File: config.mk
export PLATFORM = sky130hd
export DESIGN_NAME = frog_key_conditioner
export DESIGN_NICKNAME = d
export VERILOG_FILES = /design/src/rtl/frog_pkg.sv /design/src/rtl/key_debounce.sv /design/src/rtl/frog_key_conditioner.sv
export SDC_FILE = /design/constraint.sdc
export NUM_CORES = 1
export LEC_CHECK = 0
export ABC_CLOCK_PERIOD_IN_PS = 7600
export BUFFER_PORTS_ARGS = -buffer_cell sky130_fd_sc_hd__clkbuf_2
export CAP_MARGIN = 20
export CORE_UTILIZATION = 50
export CTS_CLUSTER_SIZE = 14
export DETAILED_ROUTE_END_ITERATION = 6
export GPL_TIMING_DRIVEN = 0
export PLACE_DENSITY = 0.65
export SLEW_MARGIN = 30
export SYNTH_ARGS = -nofsm -noshare
export SYNTH_HDL_FRONTEND = slang
export SYNTH_SLANG_ARGS = --single-unit
File: constraint.sdc
create_clock -name clock -period 7.6 [get_ports clock]
set_clock_uncertainty 0.2 [all_clocks]
set_input_delay 1.52 -clock clock [delete_from_list [all_inputs] [get_ports clock]]
set_output_delay 1.52 -clock clock [all_outputs]
set_load 0.01 [all_outputs]
File: src/rtl/frog_pkg.sv
// Shared types and helpers for the frog key conditioner: direction indices,
// debouncer states and the fixed-priority grant function.
package frog_pkg;

    localparam int unsigned NUM_DIRS = 4;

    typedef enum logic [1:0] {
        DIR_R = 2'd0,
        DIR_L = 2'd1,
        DIR_D = 2'd2,
        DIR_U = 2'd3
    } dir_e;

    typedef enum logic [1:0] {
        RELEASED,
        ARMING,
        PRESSED,
        DISARMING
    } deb_state_e;

    function automatic int unsigned cnt_width(int unsigned a, int unsigned b, int unsigned c);
        int unsigned m;
        m = a;
        if (b > m) m = b;
        if (c > m) m = c;
        return $clog2(m + 1);
    endfunction

    // Highest set index wins, which gives u > d > l > r with the dir_e encoding.
    function automatic logic [NUM_DIRS-1:0] prio_grant(logic [NUM_DIRS-1:0] req);
        logic [NUM_DIRS-1:0] g;
        g = '0;
        for (int i = 0; i < NUM_DIRS; i++) begin
            if (req[i]) begin
                g    = '0;
                g[i] = 1'b1;
            end
        end
        return g;
    endfunction

endpackage

File: src/rtl/key_debounce.sv
// One direction key: 2-flop synchroniser, press/release debounce FSM and an
// optional hold-to-repeat timer. fire pulses once per accepted press or repeat.
module key_debounce
    import frog_pkg::*;
#(
    parameter int unsigned DEBOUNCE_CYCLES = 250000,
    parameter int unsigned KEY_ACTIVE_LOW  = 1,
    parameter int unsigned REPEAT_EN       = 0,
    parameter int unsigned REPEAT_DELAY    = 25000000,
    parameter int unsigned REPEAT_PERIOD   = 10000000
) (
    input  logic clock,
    input  logic reset,
    input  logic key,
    output logic fire,
    output logic held
);

    localparam int unsigned CW = cnt_width(DEBOUNCE_CYCLES, REPEAT_DELAY, REPEAT_PERIOD);
    localparam logic IDLE_LVL = (KEY_ACTIVE_LOW != 0);
    // cnt already holds the samples seen so far, so the current one is the last when cnt == N-1.
    localparam logic [CW-1:0] DEB_LAST       = CW'(DEBOUNCE_CYCLES - 1);
    localparam logic [CW-1:0] RPT_FIRST_LAST = CW'(REPEAT_DELAY - 1);
    localparam logic [CW-1:0] RPT_NEXT_LAST  = CW'(REPEAT_PERIOD - 1);

    logic [1:0]    sync_q;
    logic          s;
    deb_state_e    state_q, state_d;
    logic [CW-1:0] cnt_q, cnt_d;
    logic [CW-1:0] rpt_q, rpt_d;
    logic          rpt_seq_q, rpt_seq_d;

    function automatic logic [CW-1:0] sat_inc(logic [CW-1:0] x);
        return (x == {CW{1'b1}}) ? x : x + CW'(1);
    endfunction

    assign s    = sync_q[1] ^ IDLE_LVL;
    assign held = (state_q == PRESSED) || (state_q == DISARMING);

    always_comb begin
        state_d   = state_q;
        cnt_d     = cnt_q;
        rpt_d     = rpt_q;
        rpt_seq_d = rpt_seq_q;
        fire      = 1'b0;
        unique case (state_q)
            RELEASED: begin
                rpt_d     = '0;
                rpt_seq_d = 1'b0;
                if (s) begin
                    state_d = ARMING;
                    cnt_d   = CW'(1);
                end
            end
            ARMING: begin
                if (!s) begin
                    state_d = RELEASED;
                end else if (cnt_q == DEB_LAST) begin
                    state_d   = PRESSED;
                    fire      = 1'b1;
                    rpt_d     = '0;
                    rpt_seq_d = 1'b0;
                end else begin
                    cnt_d = sat_inc(cnt_q);
                end
            end
            PRESSED: begin
                if (!s) begin
                    state_d = DISARMING;
                    cnt_d   = CW'(1);
                end else if (REPEAT_EN != 0) begin
                    // First repeat waits REPEAT_DELAY, later ones REPEAT_PERIOD.
                    if (rpt_q >= (rpt_seq_q ? RPT_NEXT_LAST : RPT_FIRST_LAST)) begin
                        fire      = 1'b1;
                        rpt_d     = '0;
                        rpt_seq_d = 1'b1;
                    end else begin
                        rpt_d = sat_inc(rpt_q);
                    end
                end
            end
            DISARMING: begin
                if (s) begin
                    state_d = PRESSED;
                end else if (cnt_q == DEB_LAST) begin
                    state_d = RELEASED;
                end else begin
                    cnt_d = sat_inc(cnt_q);
                end
            end
            default: state_d = RELEASED;
        endcase
    end

    always_ff @(posedge clock or negedge reset) begin
        if (!reset) begin
            sync_q    <= {2{IDLE_LVL}};
            state_q   <= RELEASED;
            cnt_q     <= '0;
            rpt_q     <= '0;
            rpt_seq_q <= 1'b0;
        end else begin
            sync_q    <= {sync_q[0], key};
            state_q   <= state_d;
            cnt_q     <= cnt_d;
            rpt_q     <= rpt_d;
            rpt_seq_q <= rpt_seq_d;
        end
    end

endmodule

File: src/rtl/frog_key_conditioner.sv
// Four debounced direction keys feeding a pending register and a fixed-priority
// arbiter that issues at most one registered move pulse per cycle.
module frog_key_conditioner
    import frog_pkg::*;
#(
    parameter int unsigned DEBOUNCE_CYCLES = 250000,
    parameter int unsigned KEY_ACTIVE_LOW  = 1,
    parameter int unsigned REPEAT_EN       = 0,
    parameter int unsigned REPEAT_DELAY    = 25000000,
    parameter int unsigned REPEAT_PERIOD   = 10000000
) (
    input  logic                clock,
    input  logic                reset,
    input  logic                key_l,
    input  logic                key_d,
    input  logic                key_u,
    input  logic                key_r,
    input  logic                enable,
    output logic                l,
    output logic                d,
    output logic                u,
    output logic                r,
    output logic [NUM_DIRS-1:0] held
);

    logic [NUM_DIRS-1:0] keys;
    logic [NUM_DIRS-1:0] fire;
    logic [NUM_DIRS-1:0] pending_q, pending_d;
    logic [NUM_DIRS-1:0] grant;
    logic [NUM_DIRS-1:0] dir_q, dir_d;

    assign keys = {key_u, key_d, key_l, key_r};

    for (genvar i = 0; i < NUM_DIRS; i++) begin : g_key
        key_debounce #(
            .DEBOUNCE_CYCLES(DEBOUNCE_CYCLES),
            .KEY_ACTIVE_LOW (KEY_ACTIVE_LOW),
            .REPEAT_EN      (REPEAT_EN),
            .REPEAT_DELAY   (REPEAT_DELAY),
            .REPEAT_PERIOD  (REPEAT_PERIOD)
        ) u_key_debounce (
            .clock(clock),
            .reset(reset),
            .key  (keys[i]),
            .fire (fire[i]),
            .held (held[i])
        );
    end

    always_comb begin
        // Masking the direction just issued keeps any output from staying high two cycles.
        grant     = prio_grant(pending_q & ~dir_q);
        dir_d     = enable ? grant : '0;
        pending_d = enable ? ((pending_q & ~grant) | fire) : '0;
    end

    always_ff @(posedge clock or negedge reset) begin
        if (!reset) begin
            pending_q <= '0;
            dir_q     <= '0;
        end else begin
            pending_q <= pending_d;
            dir_q     <= dir_d;
        end
    end

    assign r = dir_q[DIR_R];
    assign l = dir_q[DIR_L];
    assign d = dir_q[DIR_D];
    assign u = dir_q[DIR_U];

endmodule
# Word level (Yosys, flattened, before mapping)
# Cells that the tools add are included.
# totals
mem_bits_ro	0
in_bits	7
out_inout_bits	8
mem_bits_rw	0
word_cells	157
latch_bits	0
memories	0
register_bits	124
# classes
n_lt_le_gt_ge	0
n_mul	0
bitwise_logic	5
eq_ne	44
n_mux	74
shifts	0
div	0
addsub	4
n_reduce_logical	16
# op_table
operator	n
$mux W25	24
$pmux W25 S4	4
$add A25 B1 Y25 const B	4
$eq A25 B18 Y1 const B	4
$eq A25 B25 Y1 const B	4
$mux W2	25
$pmux W2 S4	4
$reduce_and A4 Y1	8
$eq A2 B2 Y1 const B	8
$mux W4	4
$ne A2 B1 Y1 const B	8
$ne A2 B2 Y1 const B	8
$mux W1	13
$ne A3 B1 Y1 const B	4
$ne A3 B3 Y1 const B	4
$and A4 B4 Y4	2
$eq A2 B1 Y1 const B	4
$logic_not A2 Y1	4
$not A4 Y4	2
$logic_or A1 B1 Y1	4
$or A4 B4 Y4	1

# Longest topological paths before layout
# Gate-level depths: netlist of the first run.
# depth
depth_word	10
mapped_depth	9
ltp_nobuf	6

# By module
# From an unflattened synthesis of the first run, not the netlist that was laid out.
# hier_totals
cells_unflattened	862
hier_area_um2	7803.7
# by_module_without_submodules
mod	cells_per_inst	seq_area_each_um2	area_per_inst_um2	instances
key_debounce at g_key[1].u_key_debounce ...	209	728.2	1884.3	2
key_debounce at g_key[3].u_key_debounce	209	728.2	1894.3	1
key_debounce at g_key[0].u_key_debounce	206	728.2	1818.0	1
frog_key_conditioner	29	200.2	322.8	1

# Worst setup path after synthesis of the first run
# Ideal clock, no wire load.
# synth_timing
kind	reg-to-reg
from	reg g_key[2].u_key_debounce.cnt_q[19]
to	reg g_key[2].u_key_debounce.cnt_q[0]
stages_incl_launch_ff	7
t_required_ns	7.273
setup_time_ns	0.127
synth_period_minus_slack_ns	2.433
n_path_buf	2
arrival_ns	2.106
path_slack_ns	5.167
cell_sequence	dfrtp_1 > or4_4 > o41ai_4 > or2_1 > buf_4 > buf_6 > mux2_1
# synth_via
elab_chain_cells	5
word_cells_on_any_way	7
classes_between	eq/ne: 2; mux: 5
# synth_rtl
item	line_no	source
start: declaration	key_debounce.sv:29	logic [CW-1:0] cnt_q, cnt_d;
start signal: assignment	key_debounce.sv:105	cnt_q <= cnt_d;
$eq A25 B25 Y1	key_debounce.sv:34	return (x == {CW{1'b1}}) ? x : x + CW'(1);
$mux W25	-	
$mux W25 (*)	-	
$mux W25, on equally long branches	-	
$pmux W25 S4 (*)	-	
# Every way passes the cells marked *; elsewhere a longest branch is shown, timed or not. The select of a mux whose other input is x is not followed.
# A chain may end at the register's enable or synchronous reset.

==> results of run 1 <==
-- layout make-up --
| class | count | area, µm² |
|---|---|---|
| fill | 1217 | 5840 |
| tap | 180 | 225 |
| clock buffer | 20 | 447 |
| inverter | 18 | 67.6 |
| multi-input combinational | 601 | 3860 |
| sequential | 124 | 3110 |
| timing repair buffer | 15 | 106 |
| buffer | 53 | 264 |
| clock inverter | 12 | 124 |
-- cells by family after synthesis --
group,count (synthesis),synth area share [%]
fa+ha+maj,4,0.685
flops,124,42.6
xor+xnor,7,0.839
simple gates,374,28.8
buf+inv,71,4.54
compound gates,206,21.1
mux,10,1.39
-- power by group through the flow --
| stage | clock (mW) | combinational, mW | sequential [mW] |
|---|---|---|---|
| after floorplan | 0 | 0.0829 | 0.726 |
| final | 0.785 | 0.125 | 0.725 |
| after global placement | 0 | 0.119 | 0.733 |
| after CTS | 0.798 | 0.125 | 0.724 |
| after global routing | 0.832 | 0.143 | 0.731 |
| after detailed placement | 0 | 0.125 | 0.735 |
-- through the flow --
step	hold slack (ps)	instance area [µm²]	setup WS [ps]	instances	utilization, %
2_1_floorplan	145	7300	5170	796	-
3_3_place_gp	146	7600	2850	990	54.1
3_5_place_dp	148	7630	4700	991	54.4
4_1_cts	156	8210	4630	1023	58.4
5_1_grt	158	8210	4520	1023	58.4
6_report	155	8210	4650	1023	58.4
-- worst min path at each step --
stage | slack [ps] | endpoint | depth (start not counted) | startpoint
detailed placement | 150 | g_key[1].u_key_debounce.sync_q[1]$_DFF_PN1_ | 0 | g_key[1].u_key_debounce.sync_q[0]$_DFF_PN1_
finish | 160 | g_key[2].u_key_debounce.sync_q[1]$_DFF_PN1_ | 0 | g_key[2].u_key_debounce.sync_q[0]$_DFF_PN1_
global route | 160 | g_key[2].u_key_debounce.sync_q[1]$_DFF_PN1_ | 0 | g_key[2].u_key_debounce.sync_q[0]$_DFF_PN1_
floorplan | 150 | g_key[0].u_key_debounce.sync_q[1]$_DFF_PN1_ | 0 | g_key[0].u_key_debounce.sync_q[0]$_DFF_PN1_
global placement | 150 | g_key[1].u_key_debounce.sync_q[1]$_DFF_PN1_ | 0 | g_key[1].u_key_debounce.sync_q[0]$_DFF_PN1_
CTS | 160 | g_key[1].u_key_debounce.sync_q[1]$_DFF_PN1_ | 0 | g_key[1].u_key_debounce.sync_q[0]$_DFF_PN1_
-- state kept, by name, indices dropped and copies added, names as in the netlist, named ones only --
signal and count:
g_key.u_key_debounce.state_q 4, g_key.u_key_debounce.sync_q 8, pending_q 4, g_key.u_key_debounce.cnt_q 100
dir_q 4
-- cells in the final DEF, fill, tap and decap left out, drive strengths merged, types with 14 or more instances in the layout --
cell	synthesis	layout
a21oi	21	21
o31ai	31	31
and4	14	14
and3	29	29
a31oi	24	24
nand2	73	73
nor4	26	26
clkbuf	31	65
nor3	26	26
nand3	59	59
or3	15	15
dfrtp	116	116
buf	22	23
o21ai	29	29
inv	18	18
nor2	39	39
nand4	32	32
-- per-layer routing --
metal | wire [µm] | part of all wire (%) | up-vias | track usage, %
li1 | - | - | 3162 | -
met1 | 8720 | 47 | 3316 | 36.7
met2 | 8620 | 47 | 200 | 39.6
met3 | 897 | 4.9 | 21 | 5.62
met4 | 243 | 1.3 | 0 | 9.60
met5 | 0 | 0 | - | 0
==> impl_metrics.json, run 1 <==
{
  "status": "complete, no violations",
  "max_stage_delay_ps": 440,
  "cts.sinks": 124,
  "cts_resized": 0,
  "first_global_vias": 6374,
  "synth-seq-area-share_pct": 42.6,
  "tns_ps": 0,
  "io_buffer_count": 14,
  "cts_made_buffers": 17,
  "synth_edf_count": 0,
  "cp.required_ps": 5880,
  "rr_endpoint": "g_key[2].u_key_debounce.cnt_q[0]$_DFFE_PN0P_",
  "worstSetupPathType": "flop to output pin",
  "cts_root_buf": "clkbuf_16",
  "initial_core_util_pct": 52.0,
  "power.leakage_nw": 3.52,
  "htreeDepth": 4,
  "finalNetCount": 841,
  "clockBufferDepth": 2,
  "postRouteAntennaNets": 0,
  "cts_setup_buffers": 0,
  "p_int_mw": 1.22,
  "die_area_mm2": 0.0151,
  "die_x_um": 123,
  "yosys.cell_count.top_type": "dfrtp_1",
  "regToRegStartpoint": "g_key[2].u_key_debounce.cnt_q[0]$_DFFE_PN0P_",
  "placementRows": 43,
  "p_switching_mw": 0.412,
  "clock.fmax_mhz": 339,
  "boundaryPins": 15,
  "rrSetupSlack_ps": 4670,
  "min_period_over_period_pct": 38.8,
  "antenna_found_initial": 0,
  "grt_max_degree": 65,
  "synthTopCellsByArea": "dfrtp_1 40%, nand3_1 4.0%, nand2_1 3.8%",
  "max_slew_margin_pct": 42.0,
  "min_period_ps": 2950,
  "synth_area_mm2": 0.00730,
  "setup_viol": 0,
  "clk_latency_ps": 410,
  "synth_top_cell_area_share_pct": 39.7,
  "p_total_mw": 1.63,
  "place_congestion": 0.959,
  "peakVddDrop_mv": 0.167,
  "synth_flop_cell": "dfrtp_1",
  "async_reset_ff_share_pct": 100,
  "combPwrFrac_pct": 7.6,
  "crit_family": "flip-flops",
  "drv_cap": 0,
  "tightestPinTransition_ps": 864,
  "antenna_cells": 0,
  "hold_violations": 0,
  "synth_cell_type_count": 68,
  "swShare_pct": 25.2,
  "crit_path_end_kind": "output pin",
  "viasPerCell": 6.55,
  "gr-usage-all-layers_pct": 26.2,
  "path_clk_slew_ps": 60,
  "p_per_area_mw_per_mm2": 199,
  "seq_power_share_pct": 44.4,
  "reg2reg_depth": 9,
  "syn_inst": 796,
  "dieHeight_um": 123,
  "drive_above_1_share_pct": 10.9,
  "rsz0062_at_grt": "false",
  "cts_tree": "built",
  "cp_cell_sequence": "clkbuf_1, buf_4, clkbuf_2",
  "cp_slowest_cell": "dfrtp_1",
  "avgSynthCellArea_um2": 9.17,
  "maxSlewViolCount": 0,
  "worstPathArrival_ps": 1230,
  "start_kind": "flop",
  "yosys.area.top_type": "dfrtp_1",
  "finalWirelength_um": 18500,
  "crit_cells": 3,
  "synth_nets": 807,
  "ys_top_cells_by_count": "116 x dfrtp_1, 73 x nand2_1, 59 x nand3_1, 39 x nor2_1, 31 x clkbuf_1",
  "drt_iter0_markers": 704,
  "wl_per_cell_um": 18.1,
  "hpwlAfterDp_um": 12400,
  "synthToLayoutAreaGrowth_pct": 12.4,
  "vias": 6699,
  "synth_seq_cells": 124,
  "crit_end": "held[0]",
  "ctsHoldBuffers": 0,
  "drtPass1Iterations": 5,
  "drcViolationCount": 0,
  "hp-class": "flop to flop",
  "worstPathMaxFanout": 5,
  "grt_overflow": 0,
  "grt_pass1_wl_um": 31300,
  "clkPwrFrac_pct": 48.0,
  "yosysWarnings": 0,
  "path_buf_inv": 3,
  "core_mm2": 0.0140
}
Power figures use the tool's default switching activity.
==> run 2: changes to the inputs <==
--- a/config.mk
+++ b/config.mk
@@ -5,14 +5,14 @@
 export SDC_FILE = /design/constraint.sdc
 export NUM_CORES = 1
 export LEC_CHECK = 0
-export ABC_CLOCK_PERIOD_IN_PS = 7600
+export ABC_CLOCK_PERIOD_IN_PS = 2600
 export BUFFER_PORTS_ARGS = -buffer_cell sky130_fd_sc_hd__clkbuf_2
 export CAP_MARGIN = 20
 export CORE_UTILIZATION = 50
 export CTS_CLUSTER_SIZE = 14
 export DETAILED_ROUTE_END_ITERATION = 6
 export GPL_TIMING_DRIVEN = 0
-export PLACE_DENSITY = 0.65
+export PLACE_DENSITY = 0.67
 export SLEW_MARGIN = 30
 export SYNTH_ARGS = -nofsm -noshare
 export SYNTH_HDL_FRONTEND = slang
==> constraint.sdc (replaced) <==
create_clock -name clock -period 2.6 [get_ports clock]
set_clock_uncertainty 0.2 [all_clocks]
set_input_delay 0.52 -clock clock [delete_from_list [all_inputs] [get_ports clock]]
set_output_delay 0.52 -clock clock [all_outputs]
set_load 0.01 [all_outputs]
==> run 2 against run 1 <==
Total power rose to 3.0 times the previous value. Global-route usage up 0.78 points. Clock power grew to 3.1 times the previous value. Largest power group unchanged. Routed wire length up 4.5%. Highest routed layer unchanged.
==> impl_metrics.json, run 2 (synthesis gave the netlist of run 1 again) <==
{
  "htreeDepth": 4,
  "dp.cells": 991,
  "cts.sinks": 124,
  "viasPerCell": 6.65,
  "maxSlewViolCount": 0,
  "cts_tree": "built",
  "grt_max_degree": 74,
  "power.leakage_nw": 3.73,
  "core_mm2": 0.0140,
  "instances_no_fill": 1048,
  "p_int_mw": 3.76,
  "antenna_cells": 0,
  "grt_overflow": 0,
  "clkPwrFrac_pct": 49.3,
  "dieHeight_um": 123,
  "setup_viol": 0,
  "max_stage_delay_ps": 720,
  "hold-worst-slack_ps": 154,
  "die_area_mm2": 0.0151,
  "cts_made_buffers": 17,
  "initial_core_util_pct": 52.0,
  "vias": 6964,
  "hp-class": "flop to flop",
  "swShare_pct": 24.2,
  "place_congestion": 0.957,
  "largest_reg_flops": 100,
  "crit_path_end_kind": "flop",
  "die_x_um": 123,
  "min_period_ps": 2570,
  "clk_latency_ps": 430,
  "path_clk_slew_ps": 50,
  "finalWirelength_um": 19300,
  "start_kind": "flop",
  "worstPathArrival_ps": 2680,
  "wl_per_cell_um": 18.4,
  "clock.fmax_mhz": 390,
  "hold_violations": 0,
  "p_switching_mw": 1.20,
  "gr-usage-all-layers_pct": 27.0,
  "worstPathMaxFanout": 6,
  "dpl_cell_area_mm2": 0.00763,
  "crit_family": "simple AND/OR/NAND/NOR gates",
  "cp_cell_sequence": "or4b_2, nor4_4, a21oi_2, and3_1, a22o_1",
  "cts_root_buf": "clkbuf_16",
  "drtPass1Iterations": 6,
  "cp.required_ps": 2710,
  "max_slew_margin_pct": 56.3,
  "path_buf_inv": 0,
  "final_util_pct": 60.9,
  "rsz0062_at_grt": "true",
  "drt_iter0_markers": 798,
  "worstSetupPathType": "flop to flop",
  "hpwlAfterDp_um": 12400,
  "fillers": 1177,
  "postRouteAntennaNets": 0,
  "top_regs": "g_key.u_key_debounce.cnt_q (100), g_key.u_key_debounce.sync_q (8)",
  "combPwrFrac_pct": 7.9,
  "tightestPinTransition_ps": 651,
  "final_common_cell": "dfrtp_1",
  "placementRows": 43,
  "drive_above_1_share_pct": 15.0,
  "drcViolationCount": 0,
  "seq_power_share_pct": 42.8,
  "p_per_area_mw_per_mm2": 579,
  "largest-register": "g_key.u_key_debounce.cnt_q",
  "boundaryPins": 15,
  "drv_cap": 0,
  "grt_pass1_wl_um": 31900,
  "min_period_over_period_pct": 98.7,
  "cp_slowest_cell": "or4b_2",
  "final_cell_mix": "113 x dfrtp_1, 73 x nand2_1, 59 x nand3_1",
  "antenna_found_initial": 0,
  "first_global_vias": 6619,
  "clockBufferDepth": 2,
  "io_buffer_count": 14,
  "finalNetCount": 866,
  "fin_area_mm2": 0.00856,
  "tns_ps": 0,
  "peakVddDrop_mv": 0.482,
  "synthToLayoutAreaGrowth_pct": 17.1,
  "status": "complete, no violations"
}
## run 2: cell types whose count changed in the layout (fill, tap and decap cells not counted), sizes merged
cell,delta
buf,+22
clkinvlp,-4
dlygate4sd3,+5
clkinv,-1
clkbuf,+1
bufinv,+2
## run 2: final cells by class
cell class	instances	area, µm²	area share, %
timing repair buffer	43	329	3.85
inverter	18	67.6	0.790
sequential	124	3120	36.4
tap	180	225	2.63
clock inverter	9	145	1.70
multi-input combinational	601	3960	46.3
buffer	50	264	3.09
clock buffer	23	448	5.24
## run 2: repair_timing
item / in CTS / in global routing
resized for setup: 7 / 22
setup buffers: 9 / 14
hold endpoints to repair: 70 / 0
pin swaps: 4 / 9
endpoints found under the setup margin: 67 / 73
hold buffers: 5 / 0
## run 2: metrics by stage
stage / worst slack (ps) / power (mW)
after CTS: 6.93 / 4.99
after global placement: -1130 / 2.49
after detailed placement: -230 / 2.51
final: 32.9 / 4.95
after global routing: -41.2 / 5.14
after floorplan: 167 / 2.37
## run 2: worst register-to-register path: stages, from the launching register on
cell	delay (ps)
dfrtp_1	430
or4b_2	720
nor4_4	410
a21oi_2	170
and3_1	280
a22o_1	250
## run 2: path summary, 6_finish.rpt
check / start / end / slack [ps] / cells past startpoint
setup / recovery: g_key[0].u_key_debounce.cnt_q[21]$_DFFE_PN0P_ / g_key[0].u_key_debounce.cnt_q[1]$_DFFE_PN0P_ / 30 / 5
hold / removal: g_key[3].u_key_debounce.sync_q[0]$_DFF_PN1_ / g_key[3].u_key_debounce.sync_q[1]$_DFF_PN1_ / 150 / 0
setup reg to reg: g_key[0].u_key_debounce.cnt_q[21]$_DFFE_PN0P_ / g_key[0].u_key_debounce.cnt_q[1]$_DFFE_PN0P_ / 30 / 5
hold reg to reg: g_key[3].u_key_debounce.sync_q[0]$_DFF_PN1_ / g_key[3].u_key_debounce.sync_q[1]$_DFF_PN1_ / 150 / 0
max in group asynchronous: reset / g_key[3].u_key_debounce.sync_q[0]$_DFF_PN1_ / 1000 / 3
min in group asynchronous: reset / g_key[2].u_key_debounce.cnt_q[14]$_DFFE_PN0P_ / 470 / 2
## run 2: power groups by stage
stage	logic, mW	clock network [mW]	registers [mW]
after detailed placement	0.367	0	2.15
after CTS	0.386	2.49	2.12
final	0.391	2.44	2.12
after global routing	0.436	2.57	2.13
after floorplan	0.242	0	2.12
after global placement	0.347	0	2.14
## run 2: metal layers
metal	track usage, %	up-vias	routed length, µm
met3	5.16	41	1090
met4	11.2	0	360
met5	0	-	0
met2	42.3	270	9080
li1	-	3209	-
met1	36.6	3444	8800
==> run 3: changes to the inputs <==
--- a/config.mk
+++ b/config.mk
@@ -13,6 +13,7 @@
 export DETAILED_ROUTE_END_ITERATION = 6
 export GPL_TIMING_DRIVEN = 0
 export PLACE_DENSITY = 0.67
+export SETUP_SLACK_MARGIN = 0.05
 export SLEW_MARGIN = 30
 export SYNTH_ARGS = -nofsm -noshare
 export SYNTH_HDL_FRONTEND = slang
==> run 3 against run 2 <==
Die area stayed put. Worst setup slack better by 79 ps. Clock power hardly changed. Critical path depth is 1 higher. Combinational power is 3% higher. Count of clock-buffer cells in the layout stayed put. Total power is 0.27% higher. Non-clock buffer count is 9 higher. Fmax is 3.2% higher. Sequential power hardly changed. Sequential cell count stayed put. Cell count is 0.86% higher. Highest routed layer unchanged.
==> impl_metrics.json, run 3 (synthesis gave the netlist of run 1 again) <==
{
  "status": "complete, no violations",
  "synthToLayoutAreaGrowth_pct": 18.8,
  "hpwlAfterDp_um": 12400,
  "antenna_cells": 0,
  "min_period_ps": 2490,
  "hold-path-cell-count": 0,
  "final_util_pct": 61.8,
  "finalNetCount": 875,
  "grt_pass1_wl_um": 32000,
  "place_congestion": 0.957,
  "dpl_cell_area_mm2": 0.00763,
  "rsz0062_at_grt": "true",
  "layout_setup_ws_ps": 112,
  "hold_violations": 0,
  "cp.required_ps": 2700,
  "p_per_area_mw_per_mm2": 572,
  "cts_root_buf": "clkbuf_16",
  "crit_path_end_kind": "flop",
  "placementRows": 43,
  "drt_iter0_markers": 889,
  "vias": 7024,
  "core_mm2": 0.0140,
  "worstSetupPathType": "flop to flop",
  "io_buffer_count": 14,
  "drive_above_1_share_pct": 16.4,
  "cts_made_buffers": 17,
  "clock.fmax_mhz": 402,
  "die_x_um": 123,
  "clk_latency_ps": 430,
  "tightestPinTransition_ps": 655,
  "initial_core_util_pct": 52.0,
  "worstPathMaxFanout": 7,
  "postRouteAntennaNets": 0,
  "p_total_mw": 4.97,
  "finalWirelength_um": 19600,
  "drcViolationCount": 0,
  "dieHeight_um": 123,
  "maxSlewViolCount": 0,
  "worstPathArrival_ps": 2590,
  "clockBufferDepth": 2,
  "min_period_over_period_pct": 95.7,
  "setup_viol": 0,
  "cts_tree": "built",
  "largest-register": "g_key.u_key_debounce.cnt_q",
  "top_regs": "g_key.u_key_debounce.cnt_q (100), g_key.u_key_debounce.sync_q (8)",
  "gr-usage-all-layers_pct": 27.0,
  "instances_no_fill": 1057,
  "reg2reg_depth": 6,
  "cts.sinks": 124,
  "peakVddDrop_mv": 0.483,
  "antenna_found_initial": 0,
  "drtPass1Iterations": 6,
  "dp.cells": 991,
  "htreeDepth": 4,
  "final_common_cell": "dfrtp_1",
  "path_clk_slew_ps": 50,
  "boundaryPins": 15,
  "fin_area_mm2": 0.00868,
  "place_ws_ps": -230,
  "grt_overflow": 0,
  "wl_per_cell_um": 18.5,
  "max_slew_margin_pct": 56.0,
  "grt_max_degree": 74,
  "final_cell_mix": "112 x dfrtp_1, 72 x nand2_1, 59 x nand3_1",
  "power.leakage_nw": 3.78,
  "viasPerCell": 6.65,
  "start_kind": "flop",
  "first_global_vias": 6628,
  "largest_reg_flops": 100,
  "drv_cap": 0,
  "hp-class": "flop to flop",
  "die_area_mm2": 0.0151
}
## run 3: layout make-up
cell class                      count  area (µm²)
Fill cell                        1167        5360
Multi-Input combinational cell    601        3990
Sequential cell                   124        3120
Clock buffer                       23         448
Timing Repair Buffer               52         412
Buffer                             50         278
Tap cell                          180         225
Clock inverter                      9         145
Inverter                           18        67.6
## run 3: worst max-delay path: stages, from the launching register on
cell and delay (ps):
dfrtp_2 440, or4b_4 550, o41ai_4 430, or2_1 170, buf_6 140, buf_8 120, mux2_1 310
## run 3: where the power goes
part / internal [mW] / switching (mW)
clock: 1.59 / 0.851
sequential: 2.02 / 0.105
combinational: 0.157 / 0.246
## run 3: path summary, 6_finish.rpt
check / start / slack (ps) / end
worst max-delay path: g_key[2].u_key_debounce.cnt_q[5]$_DFFE_PN0P_ / 110 / g_key[2].u_key_debounce.cnt_q[0]$_DFFE_PN0P_
worst min-delay path: g_key[3].u_key_debounce.sync_q[0]$_DFF_PN1_ / 150 / g_key[3].u_key_debounce.sync_q[1]$_DFF_PN1_
worst max register to register: g_key[2].u_key_debounce.cnt_q[5]$_DFFE_PN0P_ / 110 / g_key[2].u_key_debounce.cnt_q[0]$_DFFE_PN0P_
worst min register to register: g_key[3].u_key_debounce.sync_q[0]$_DFF_PN1_ / 150 / g_key[3].u_key_debounce.sync_q[1]$_DFF_PN1_
max in group asynchronous: reset / 1010 / g_key[3].u_key_debounce.sync_q[0]$_DFF_PN1_
min in group asynchronous: reset / 480 / g_key[2].u_key_debounce.cnt_q[14]$_DFFE_PN0P_
## run 3: stage by stage
| stage | hold WS, ps | setup TNS, ps |
|---|---|---|
| 2_1_floorplan | 24.4 | 0 |
| 3_3_place_gp | 146 | -136600 |
| 5_1_grt | 159 | 0 |
| 4_1_cts | 155 | 0 |
| 3_5_place_dp | 147 | -4650 |
| 6_report | 154 | 0 |
## run 3: repair_timing
| action | in CTS | in global routing |
|---|---|---|
| pin swaps | 4 | 11 |
| hold endpoints to repair | 70 | 0 |
| gates cloned | 0 | 2 |
| buffers inserted | 9 | 21 |
| hold buffers | 5 | 0 |
| setup endpoints to repair | 75 | 82 |
| gates resized for setup | 11 | 30 |
## run 3: metal layers
layer,global-route usage [%],wire [µm],part of all wire (%),vias up
li1,-,-,-,3225
met1,36.6,8730,45,3473
met2,42.4,9350,48,286
met3,5.16,1160,5.9,40
met4,11.2,323,1.7,0
met5,0,0,0,-
